===== src/rtl/reset_sequencer_pkg.sv =====
// Shared definitions for the reset sequencer: FSM state encodings and
// width helpers for the stage index and the shared down-counter.
package rstseq_defs;

    typedef enum logic [2:0] {
        ST_IDLE      = 3'd0,
        ST_ASSERTING = 3'd1,
        ST_HOLD      = 3'd2,
        ST_RELEASING = 3'd3,
        ST_FINISH    = 3'd4
    } rstseqState_t;

    function automatic int stageIdxWidth(input int numStages);
        return (numStages <= 1) ? 1 : $clog2(numStages);
    endfunction

    // Bits needed to hold the larger of the two timed intervals.
    function automatic int cntWidthFor(input int gapCycles, input int holdCycles);
        int maxVal;
        maxVal = (gapCycles > holdCycles) ? gapCycles : holdCycles;
        return (maxVal <= 1) ? 1 : $clog2(maxVal + 1);
    endfunction

endpackage


===== src/rtl/reset_sequencer_if.sv =====
// Request/grant and stage-assert bundle between reset sources, the
// sequencer (slave side) and the per-domain reset generators.
interface reset_sequencer_if #(
    parameter int NUM_REQ    = 2,
    parameter int NUM_STAGES = 3
);

    logic [NUM_REQ-1:0]    req;
    logic [NUM_REQ-1:0]    grant;
    logic                  busy;
    logic                  done;
    logic [NUM_STAGES-1:0] stageAssert;

    modport master (
        output req,
        input  grant,
        input  busy,
        input  done,
        input  stageAssert
    );

    modport slave (
        input  req,
        output grant,
        output busy,
        output done,
        output stageAssert
    );

endinterface


===== src/rtl/reset_sequencer_arbiter.sv =====
// Combinational fixed-priority picker: returns the lowest set bit of the
// request vector as a one-hot grant (all zero when nothing is requested).
module rstseq_arbiter #(
    parameter int NUM_REQ = 2
) (
    input  logic [NUM_REQ-1:0] i_req,
    output logic [NUM_REQ-1:0] o_grant
);

    // Two's-complement trick isolates the least significant set bit.
    assign o_grant = i_req & (~i_req + NUM_REQ'(1));

endmodule


===== src/rtl/reset_sequencer.sv =====
// Staged reset sequencer: asserts stages upward with a fixed gap, holds,
// releases downward, pulses done. Optional macro RSTSEQ_PENDING_EN latches
// requests seen while busy (or lost in arbitration) so they are served later.
module reset_sequencer
    import rstseq_defs::*;
#(
    parameter int NUM_STAGES  = 3,
    parameter int NUM_REQ     = 2,
    parameter int GAP_CYCLES  = 4,
    parameter int HOLD_CYCLES = 16,
    parameter int CNT_W       = 8
) (
    input  logic             i_clk,
    input  logic             i_rst,
    reset_sequencer_if.slave bus
);

    localparam int                IDX_W     = stageIdxWidth(NUM_STAGES);
    localparam logic [CNT_W-1:0]  GAP_LOAD  = CNT_W'(GAP_CYCLES - 1);
    localparam logic [CNT_W-1:0]  HOLD_LOAD = CNT_W'(HOLD_CYCLES - 1);
    localparam logic [IDX_W-1:0]  LAST_IDX  = IDX_W'(NUM_STAGES - 1);

    rstseqState_t          r_state;
    rstseqState_t          w_stateNext;
    logic [CNT_W-1:0]      r_cnt;
    logic [CNT_W-1:0]      w_cntNext;
    logic [IDX_W-1:0]      r_idx;
    logic [IDX_W-1:0]      w_idxNext;
    logic [NUM_REQ-1:0]    r_grant;
    logic [NUM_REQ-1:0]    w_grantNext;
    logic                  r_busy;
    logic                  w_busyNext;
    logic                  r_done;
    logic                  w_doneNext;
    logic [NUM_STAGES-1:0] r_stageAssert;
    logic [NUM_STAGES-1:0] w_stageNext;

    logic [NUM_REQ-1:0]    w_candidates;
    logic [NUM_REQ-1:0]    w_winner;

`ifdef RSTSEQ_PENDING_EN
    logic [NUM_REQ-1:0]    r_pending;
    logic [NUM_REQ-1:0]    w_pendingNext;

    assign w_candidates = bus.req | r_pending;

    // Outside IDLE every request is remembered; in IDLE only the losers are.
    always_comb begin
        w_pendingNext = r_pending;
        if (r_state == ST_IDLE) begin
            w_pendingNext = w_candidates & ~w_winner;
        end else begin
            w_pendingNext = r_pending | bus.req;
        end
    end

    always_ff @(posedge i_clk) begin
        if (i_rst) begin
            r_pending <= '0;
        end else begin
            r_pending <= w_pendingNext;
        end
    end
`else
    assign w_candidates = bus.req;
`endif

    rstseq_arbiter #(
        .NUM_REQ (NUM_REQ)
    ) u_arbiter (
        .i_req   (w_candidates),
        .o_grant (w_winner)
    );

    // Stage vector stays a thermometer code: shifting in ones sets the next
    // higher stage, shifting right clears the highest one still set.
    always_comb begin
        w_stateNext = r_state;
        w_cntNext   = r_cnt;
        w_idxNext   = r_idx;
        w_grantNext = '0;
        w_busyNext  = r_busy;
        w_doneNext  = 1'b0;
        w_stageNext = r_stageAssert;

        unique case (r_state)
            ST_IDLE: begin
                w_busyNext  = 1'b0;
                w_stageNext = '0;
                if (|w_candidates) begin
                    w_grantNext = w_winner;
                    w_busyNext  = 1'b1;
                    w_stageNext = NUM_STAGES'(1);
                    w_idxNext   = '0;
                    if (NUM_STAGES == 1) begin
                        w_stateNext = ST_HOLD;
                        w_cntNext   = HOLD_LOAD;
                    end else begin
                        w_stateNext = ST_ASSERTING;
                        w_cntNext   = GAP_LOAD;
                    end
                end
            end

            ST_ASSERTING: begin
                if (r_cnt == '0) begin
                    w_idxNext   = r_idx + 1'b1;
                    w_stageNext = (r_stageAssert << 1) | NUM_STAGES'(1);
                    if (w_idxNext == LAST_IDX) begin
                        w_stateNext = ST_HOLD;
                        w_cntNext   = HOLD_LOAD;
                    end else begin
                        w_cntNext   = GAP_LOAD;
                    end
                end else begin
                    w_cntNext = r_cnt - 1'b1;
                end
            end

            ST_HOLD: begin
                if (r_cnt == '0) begin
                    w_stageNext = r_stageAssert >> 1;
                    w_stateNext = ST_RELEASING;
                    w_cntNext   = GAP_LOAD;
                end else begin
                    w_cntNext = r_cnt - 1'b1;
                end
            end

            // One idle cycle after stage 0 drops before DONE is raised.
            ST_RELEASING: begin
                if (!r_stageAssert[0]) begin
                    w_stateNext = ST_FINISH;
                    w_doneNext  = 1'b1;
                    w_cntNext   = '0;
                end else if (r_cnt == '0) begin
                    w_idxNext   = r_idx - 1'b1;
                    w_stageNext = r_stageAssert >> 1;
                    w_cntNext   = GAP_LOAD;
                end else begin
                    w_cntNext = r_cnt - 1'b1;
                end
            end

            ST_FINISH: begin
                w_stateNext = ST_IDLE;
                w_busyNext  = 1'b0;
            end

            default: begin
                w_stateNext = ST_IDLE;
                w_busyNext  = 1'b0;
                w_stageNext = '0;
            end
        endcase
    end

    always_ff @(posedge i_clk) begin
        if (i_rst) begin
            r_state       <= ST_IDLE;
            r_cnt         <= '0;
            r_idx         <= '0;
            r_grant       <= '0;
            r_busy        <= 1'b0;
            r_done        <= 1'b0;
            r_stageAssert <= '0;
        end else begin
            r_state       <= w_stateNext;
            r_cnt         <= w_cntNext;
            r_idx         <= w_idxNext;
            r_grant       <= w_grantNext;
            r_busy        <= w_busyNext;
            r_done        <= w_doneNext;
            r_stageAssert <= w_stageNext;
        end
    end

    assign bus.grant       = r_grant;
    assign bus.busy        = r_busy;
    assign bus.done        = r_done;
    assign bus.stageAssert = r_stageAssert;

endmodule


===== src/flat_wrapper.sv =====
// flat-port wrapper written by rule: the top's interface ports become plain ports
module reset_sequencer_flat import rstseq_defs::*;
#(
    parameter int NUM_STAGES  = 3,
    parameter int NUM_REQ     = 2,
    parameter int GAP_CYCLES  = 4,
    parameter int HOLD_CYCLES = 16,
    parameter int CNT_W       = 8
)
  (i_clk, i_rst, bus_req, bus_grant, bus_busy, bus_done, bus_stageAssert);
  reset_sequencer_if #(.NUM_REQ(NUM_REQ), .NUM_STAGES(NUM_STAGES)) bus_i ();
  input  logic i_clk;
  input  logic i_rst;
  input wire logic [$bits(bus_i.req)-1:0] bus_req;
  output wire logic [$bits(bus_i.grant)-1:0] bus_grant;
  output wire logic [$bits(bus_i.busy)-1:0] bus_busy;
  output wire logic [$bits(bus_i.done)-1:0] bus_done;
  output wire logic [$bits(bus_i.stageAssert)-1:0] bus_stageAssert;
  assign bus_i.req = bus_req;
  assign bus_grant = bus_i.grant;
  assign bus_busy = bus_i.busy;
  assign bus_done = bus_i.done;
  assign bus_stageAssert = bus_i.stageAssert;
  reset_sequencer #(.NUM_STAGES(NUM_STAGES), .NUM_REQ(NUM_REQ), .GAP_CYCLES(GAP_CYCLES), .HOLD_CYCLES(HOLD_CYCLES), .CNT_W(CNT_W)) u_core (.i_clk(i_clk), .i_rst(i_rst), .bus(bus_i));
endmodule

===== config.mk =====
export PLATFORM = sky130hd
export DESIGN_NAME = reset_sequencer_flat
export DESIGN_NICKNAME = d
export VERILOG_FILES = /design/src/rtl/reset_sequencer_pkg.sv /design/src/rtl/reset_sequencer_if.sv /design/src/rtl/reset_sequencer_arbiter.sv /design/src/rtl/reset_sequencer.sv /design/src/flat_wrapper.sv
export SDC_FILE = /design/constraint.sdc
export NUM_CORES = 1
export LEC_CHECK = 0
export CELL_PAD_IN_SITES_DETAIL_PLACEMENT = 1
export CELL_PAD_IN_SITES_GLOBAL_PLACEMENT = 1
export CORE_MARGIN = 3
export CORE_UTILIZATION = 37
export DETAILED_ROUTE_END_ITERATION = 16
export GPL_ROUTABILITY_DRIVEN = 0
export PLACE_DENSITY = 0.73
export REMOVE_ABC_BUFFERS = 1
export SYNTH_ARGS = -nofsm -noshare
export SYNTH_HDL_FRONTEND = slang
export SYNTH_HIERARCHICAL = 1
export SYNTH_SLANG_ARGS = --single-unit

===== constraint.sdc =====
create_clock -name i_clk -period 1.7 [get_ports i_clk]
set_input_delay 0.255 -clock i_clk [delete_from_list [all_inputs] [get_ports i_clk]]
set_output_delay 0.255 -clock i_clk [all_outputs]
set_load 0.01 [all_outputs]

# Word-level counts from Yosys, hierarchy flattened
# Cells that the tools add are included.
[classes]
muxes = 26
n_addsub = 4
eq_ne = 12
reduce_logical = 13
bitwise_logic = 6
[ops]
columns = ["cell", "count"]
rows = [
  ["8-bit two-way mux", 4],
  ["8-bit one-hot mux with 4 select lines", 1],
  ["3-bit two-way mux", 9],
  ["3-bit one-hot mux with 5 select lines", 1],
  ["5-bit AND reduction", 3],
  ["2-bit by 1-bit != test with 1-bit output, second input constant", 6],
  ["3-bit one-hot mux with 4 select lines", 1],
  ["8-bit zero test", 1],
  ["2-bit two-way mux", 4],
  ["8-bit by 1-bit subtractor with 8-bit output, second input constant", 1],
  ["3-bit by 2-bit equality test with 1-bit output, second input constant", 2],
  ["2-bit one-hot mux with 3 select lines", 1],
  ["3-bit OR reduction", 2],
  ["2-bit by 1-bit adder with 2-bit output, second input constant", 2],
  ["4-bit two-way mux", 1],
  ["1-bit inverter", 4],
  ["4-bit nonzero test", 1],
  ["2-bit OR reduction", 2],
  ["3-bit by 1-bit equality test with 1-bit output, second input constant", 1],
  ["3-bit equality test, second input constant", 1],
  ["3-bit zero test", 1],
  ["1-bit two-way mux", 3],
  ["3-bit AND reduction", 1],
  ["3-bit nonzero test", 1],
  ["7 further kinds", 7],
]
[totals]
inputBits = 4
wordCells = 69
out_inout_bits = 7
reg_bits = 20

# Longest topological paths before layout
[logic_depth]
depth_word = 5
ltp_mapped = 8
depth_no_buf = 7

# Hierarchy
# The synthesis kept the hierarchy.
[modules_own_cells]
columns = ["module", "n_inst", "area_per_inst_um2", "cells_per_inst", "seq_area_each_um2"]
rows = [
  ["reset_sequencer", 1, 1043.5, 127, 400.4],
  ["rstseq_arbiter", 1, 21.3, 2, 0.0],
]

# Worst setup path before layout
# Ideal clock, no wire load.
[synth_path]
path_type = "flip-flop to flip-flop"
from = "register u_core.r_cnt[0]"
to = "register u_core.r_cnt[3]"
n_path_buf = 1
path_slack_ns = -0.224
arrival_time_ns = 1.849
path_stages_with_launch = 9
setup_ns = 0.074
period_less_slack_ns = 1.924
t_required_ns = 1.626
path_cell_list = "dfxtp_1 inv_1 ha_1 or3b_4 nor2_1 buf_4 o41ai_1 o21ai_0 a31oi_1"
[synth_via]
elab_chain_cells = 4
elab_cells_between_ends = 6
classes_between = "add/sub: 1; mux: 4; reduce/logical: 1"
[synth_rtl]
columns = ["item", "line_no", "source"]
rows = [
  ["start: declaration", "reset_sequencer.sv:25", "logic [CNT_W-1:0] r_cnt;"],
  ["start signal: assignment", "reset_sequencer.sv:169", "r_cnt <= w_cntNext;"],
  ["8-bit by 1-bit subtractor with 8-bit output / 8-bit zero test (equally long branches)", "n/a", ""],
  ["8-bit two-way mux", "reset_sequencer.sv:121, reset_sequencer.sv:136", ""],
  ["8-bit two-way mux", "reset_sequencer.sv:132", "if (!r_stageAssert[0]) begin"],
  ["8-bit one-hot mux with 4 select lines *", "reset_sequencer.sv:86", "unique case (r_state)"],
]
# Every way passes the cells marked *; elsewhere a longest branch is shown, timed or not.
# A chain may end at the register's enable or synchronous reset.

# Final worst setup path
[layout_path]
from = "register u_core.r_cnt[1]"
to = "register u_core.r_stageAssert[2], in the netlist u_core/bus.stageAssert[2]"
[layout_via]
elab_chain_cells = 3
elab_cells_between_ends = 5
classes_between = "eq/ne: 3; reduce/logical: 2"
[layout_rtl]
columns = ["item", "line_no", "source"]
rows = [
  ["8-bit zero test *", "reset_sequencer.sv:106, reset_sequencer.sv:121, reset_sequencer.sv:136", ""],
  ["2-bit by 1-bit != test with 1-bit output (no source line)", "n/a", ""],
  ["5-bit AND reduction (no source line) *", "n/a", ""],
  ["end signal: assignment", "reset_sequencer.sv:174", "r_stageAssert <= w_stageNext;"],
  ["end: declaration", "reset_sequencer.sv:35", "logic [NUM_STAGES-1:0] r_stageAssert;"],
]
# Marked as above.

==> summary.txt <==
Clocking
  – Clock sinks: 20
  – Hold_buf cts: 0
  – Clk slew on worst S/H paths: 0.13 ns
  – Htree depth: 1
  – Root buffer cell: clkbuf_4
  – Cts bufs inserted: 3
  – Later-pin clock latency in the skew report: 0.33 ns
  – Worst-case clock buffer depth: 2
  – TritonCTS clock tree: built

Status
  – Failing checks: negative setup slack
  – Status: finished with violations

Logic synthesis
  – Post-synthesis xor/xnor area fraction: 1.645%
  – Post-Synth Simple-Gate Area: a little under a third
  – Post-Synth Adder-Cell Area: 2.350%
  – Post-synthesis area per instance: 8.254 µm²
  – Syn Std Cell Area: about 0.0011 mm²
  – Largest family of logic cells by synthesized area: simple AND/OR/NAND/NOR gates
  – Register bit count reported by yosys: 20
  – Post-synthesis compound-gate area fraction: between 15 and 20%
  – Register area share after synthesis: between 30% and 40%
  – Post-Synthesis Cells: approximately 130
  – YS warnings: 6
  – Mux cell area share after synthesis: 0.9401%
  – Distinct cells, synth: 40

Detailed routing
  – Per-cell routed wire length: ~23 µm
  – Initial DRC count: 55
  – DR vias: 1222
  – DRC viols: 0
  – 1st-pass router iterations: 7
  – Routed wire length: about 4500 µm
  – Final ANT Viol Nets: 0
  – DR vias/cell: approximately 6.1

Timing
  – Finish-stage setup viols: 14
  – Slew Viols, Final: 0
  – Number of failing hold endpoints at the final stage: 0
  – RSZ-0062 raised after global routing: true
  – Worst-Margin Slew: ~0.55 ns
  – Final period utilization: 117.7%
  – Clock skew: 0.004177 ns
  – Max Clock Freq: 499.8 MHz
  – Slew headroom: 62.68%
  – Minimum clock period: between 2 and 2.5 ns
  – Fin worst setup slack: -0.3009 ns

Worst setup path
  – FF-to-FF path depth: 7
  – Startpoint types: flop
  – Crit end category: flop
  – CP max FO: 2
  – Worst Path Required: 1.97 ns
  – Arrival time worst endpoint: about 2.3 ns
  – WS Path Type: reg -> reg

Die
  – Initial core utilization: around two fifths
  – Die H: approximately 60 µm
  – Die width: 59.65 µm
  – Row count: 18
  – Die ar.: about 0.0036 mm²
  – Core outline area: 0.002613 mm²
  – I/O pins: 11

Layout
  – Final Cell Area: 0.001687 mm²
  – Storage element area: 402.9 µm²
  – Fin nets: 176
  – Post-Layout Cell Count: a little under 200
  – Multi-input logic area: about 770 µm²
  – Antenna cell count: 0
  – Area growth syn-to-layout: 58.40%
  – Share of layout cells above drive strength 1: 43.20%
  – Number of fill cells in the layout: about 300

Place
  – DP Area: ~0.0014 mm²
  – IO Port Bufs: 10
  – Placed insts: 188
  – Detailed placer's ending HPWL: between 2000 and 2500 µm

Global routing
  – Initial antenna violation count: 0
  – Total grt overflow: 0
  – Global-route wire length before repair: ~6300 µm
  – Vias in the first global route: between 1000 and 1500
  – All-Layer GR Usage: approximately a quarter
  – Largest net degree at the start of global routing: 15

Min path
  – Worst hold path depth: 2
  – Worst min-delay path class: reg -> reg

Power
  – Cell Pwr Density: 1070 mW/mm²
  – VDD IR max: approximately 830 µV
  – Leakage power: ~0.66 nW

Job
  – Max-cap violation count: 0
[final cells by class]
type	instances	share of cell area, %
multi-input cells	94	45.77
clock inverters	1	1.780
well taps	30	2.226
repair buffers	43	23.22
inverters	8	1.780
flip-flops and latches	20	23.89
clock buffers	3	1.335
[per-layer routing]
metal	routed length, µm	track usage, %
met1	1855	29.27
met2	2342	41.36
met3	211	5.447
met4	140	12.66
met5	0	0
[where the power goes]
group	switching (mW)	internal, mW	leakage [nW]
sequential	0.0380	0.515	0.164
clock	0.174	0.239	0.0279
combinational	0.410	0.428	0.470
total	0.622	1.18	0.662
[synthesized netlist by cell type]
| cell | instances | area share [%] |
|---|---|---|
| a41oi_1 | 1 | 0.82 |
| a22oi_1 | 2 | 1.4 |
| nor2b_1 | 2 | 1.2 |
| o21ai_0 | 4 | 1.9 |
| or3_1 | 2 | 1.2 |
| a31o_2 | 1 | 0.82 |
| nor2b_4 | 1 | 1.3 |
| clkbuf_1 | 4 | 1.4 |
| nand4_1 | 1 | 0.59 |
| dfxtp_1 | 20 | 38 |
| nand3b_1 | 2 | 1.4 |
| o31ai_2 | 1 | 1.2 |
| a21oi_1 | 7 | 3.3 |
| a32oi_1 | 1 | 0.82 |
| nand3_1 | 2 | 0.94 |
| nand2b_1 | 5 | 2.9 |
| a311oi_1 | 4 | 3.3 |
| o41ai_1 | 1 | 0.82 |
| a31oi_1 | 4 | 2.3 |
| o32ai_1 | 1 | 0.82 |
| mux2i_1 | 1 | 0.94 |
| nand2_1 | 11 | 3.9 |
| or4_4 | 1 | 1.1 |
| xnor2_1 | 2 | 1.6 |
| buf_1 | 1 | 0.35 |
| or3b_4 | 1 | 1.1 |
| and3_1 | 2 | 1.2 |
| and3b_1 | 1 | 0.82 |
| buf_4 | 2 | 1.4 |
| and2_1 | 4 | 2.3 |
| nor2_1 | 12 | 4.2 |
| nor3_1 | 7 | 3.3 |
| or4b_1 | 1 | 0.94 |
| nor4_2 | 1 | 1.2 |
| nor4bb_1 | 1 | 0.94 |
| or3_2 | 2 | 1.4 |
| ha_1 | 2 | 2.3 |
| o22ai_1 | 2 | 1.2 |
| inv_1 | 8 | 2.8 |
| o21ba_2 | 1 | 0.94 |
[cell usage in the layout, fill, tap and decap left out, types with 3 or more instances in the layout]
master,n
a31oi_1,4
inv_1,6
clkdlybuf4s50_1,10
clkbuf_4,3
buf_6,3
nand2b_1,4
nand2_1,10
buf_4,27
dfxtp_1,18
nor3_1,5
a21oi_2,4
a311oi_1,4
nor2_1,10
and2_1,4
[through the flow]
| step | setup TNS [ns] | setup WS [ns] | hold WS (ns) | total power [mW] | util [%] |
|---|---|---|---|---|---|
| after CTS | -1.590 | -0.2117 | 0.5111 | 1.626 | 60.20 |
| after global routing | -3.966 | -0.3579 | 0.5319 | 1.885 | 64.56 |
| final | -2.950 | -0.3009 | 0.5072 | 1.804 | 64.56 |
| after global placement | -1.889 | -0.2524 | 0.4684 | 1.041 | 52.20 |
| after floorplan | -2.025 | -0.2822 | 0.3241 | 0.8228 | - |
| after detailed placement | -3.371 | -0.4116 | 0.4843 | 1.063 | 52.20 |
[state kept, by name (all words and copies together) (netlist names)]
register,cells
u_core/bus.done,1
u_core/r_idx,2
u_core/bus.busy,1
u_core/bus.grant,2
u_core/r_state,3
u_core/bus.stageAssert,3
u_core/r_cnt,8
[timing repair]
item / CTS / global route
buffers inserted: 8 / 3
endpoints found under the hold margin: 0 / 0
resized for setup: 26 / 17
endpoints found under the setup margin: 14 / 15
pin swaps: 18 / 11
[final timing paths]
check	start	end	slack [ns]
max reg2reg	u_core/r_cnt[1]	u_core/bus.stageAssert[2]	-0.30
min reg2reg	u_core/bus.stageAssert[2]	u_core/bus.stageAssert[2]	0.51
min	u_core/bus.stageAssert[2]	u_core/bus.stageAssert[2]	0.51
max	u_core/r_cnt[1]	u_core/bus.stageAssert[2]	-0.30
[critical path, stage by stage (launching register included)]
cell     delay (ns)
dfxtp_2        0.35
inv_2          0.07
ha_4           0.13
or3b_4         0.42
o31ai_4        0.26
nand2_2        0.11
or4b_4         0.49
a21oi_2        0.12
[logic make-up (layout without fill, tap and decap cells)]
group | Yosys count | after routing
buffers and inverters | 15 | 55
adders and majority gates | 2 | 2
AOI/OAI and AO/OA | 30 | 30
DFF | 20 | 20
muxes | 1 | 1
and+or+nand+nor | 59 | 59
xor gates and xnor gates | 2 | 2
No activity file was read; power rests on OpenSTA's default activity.
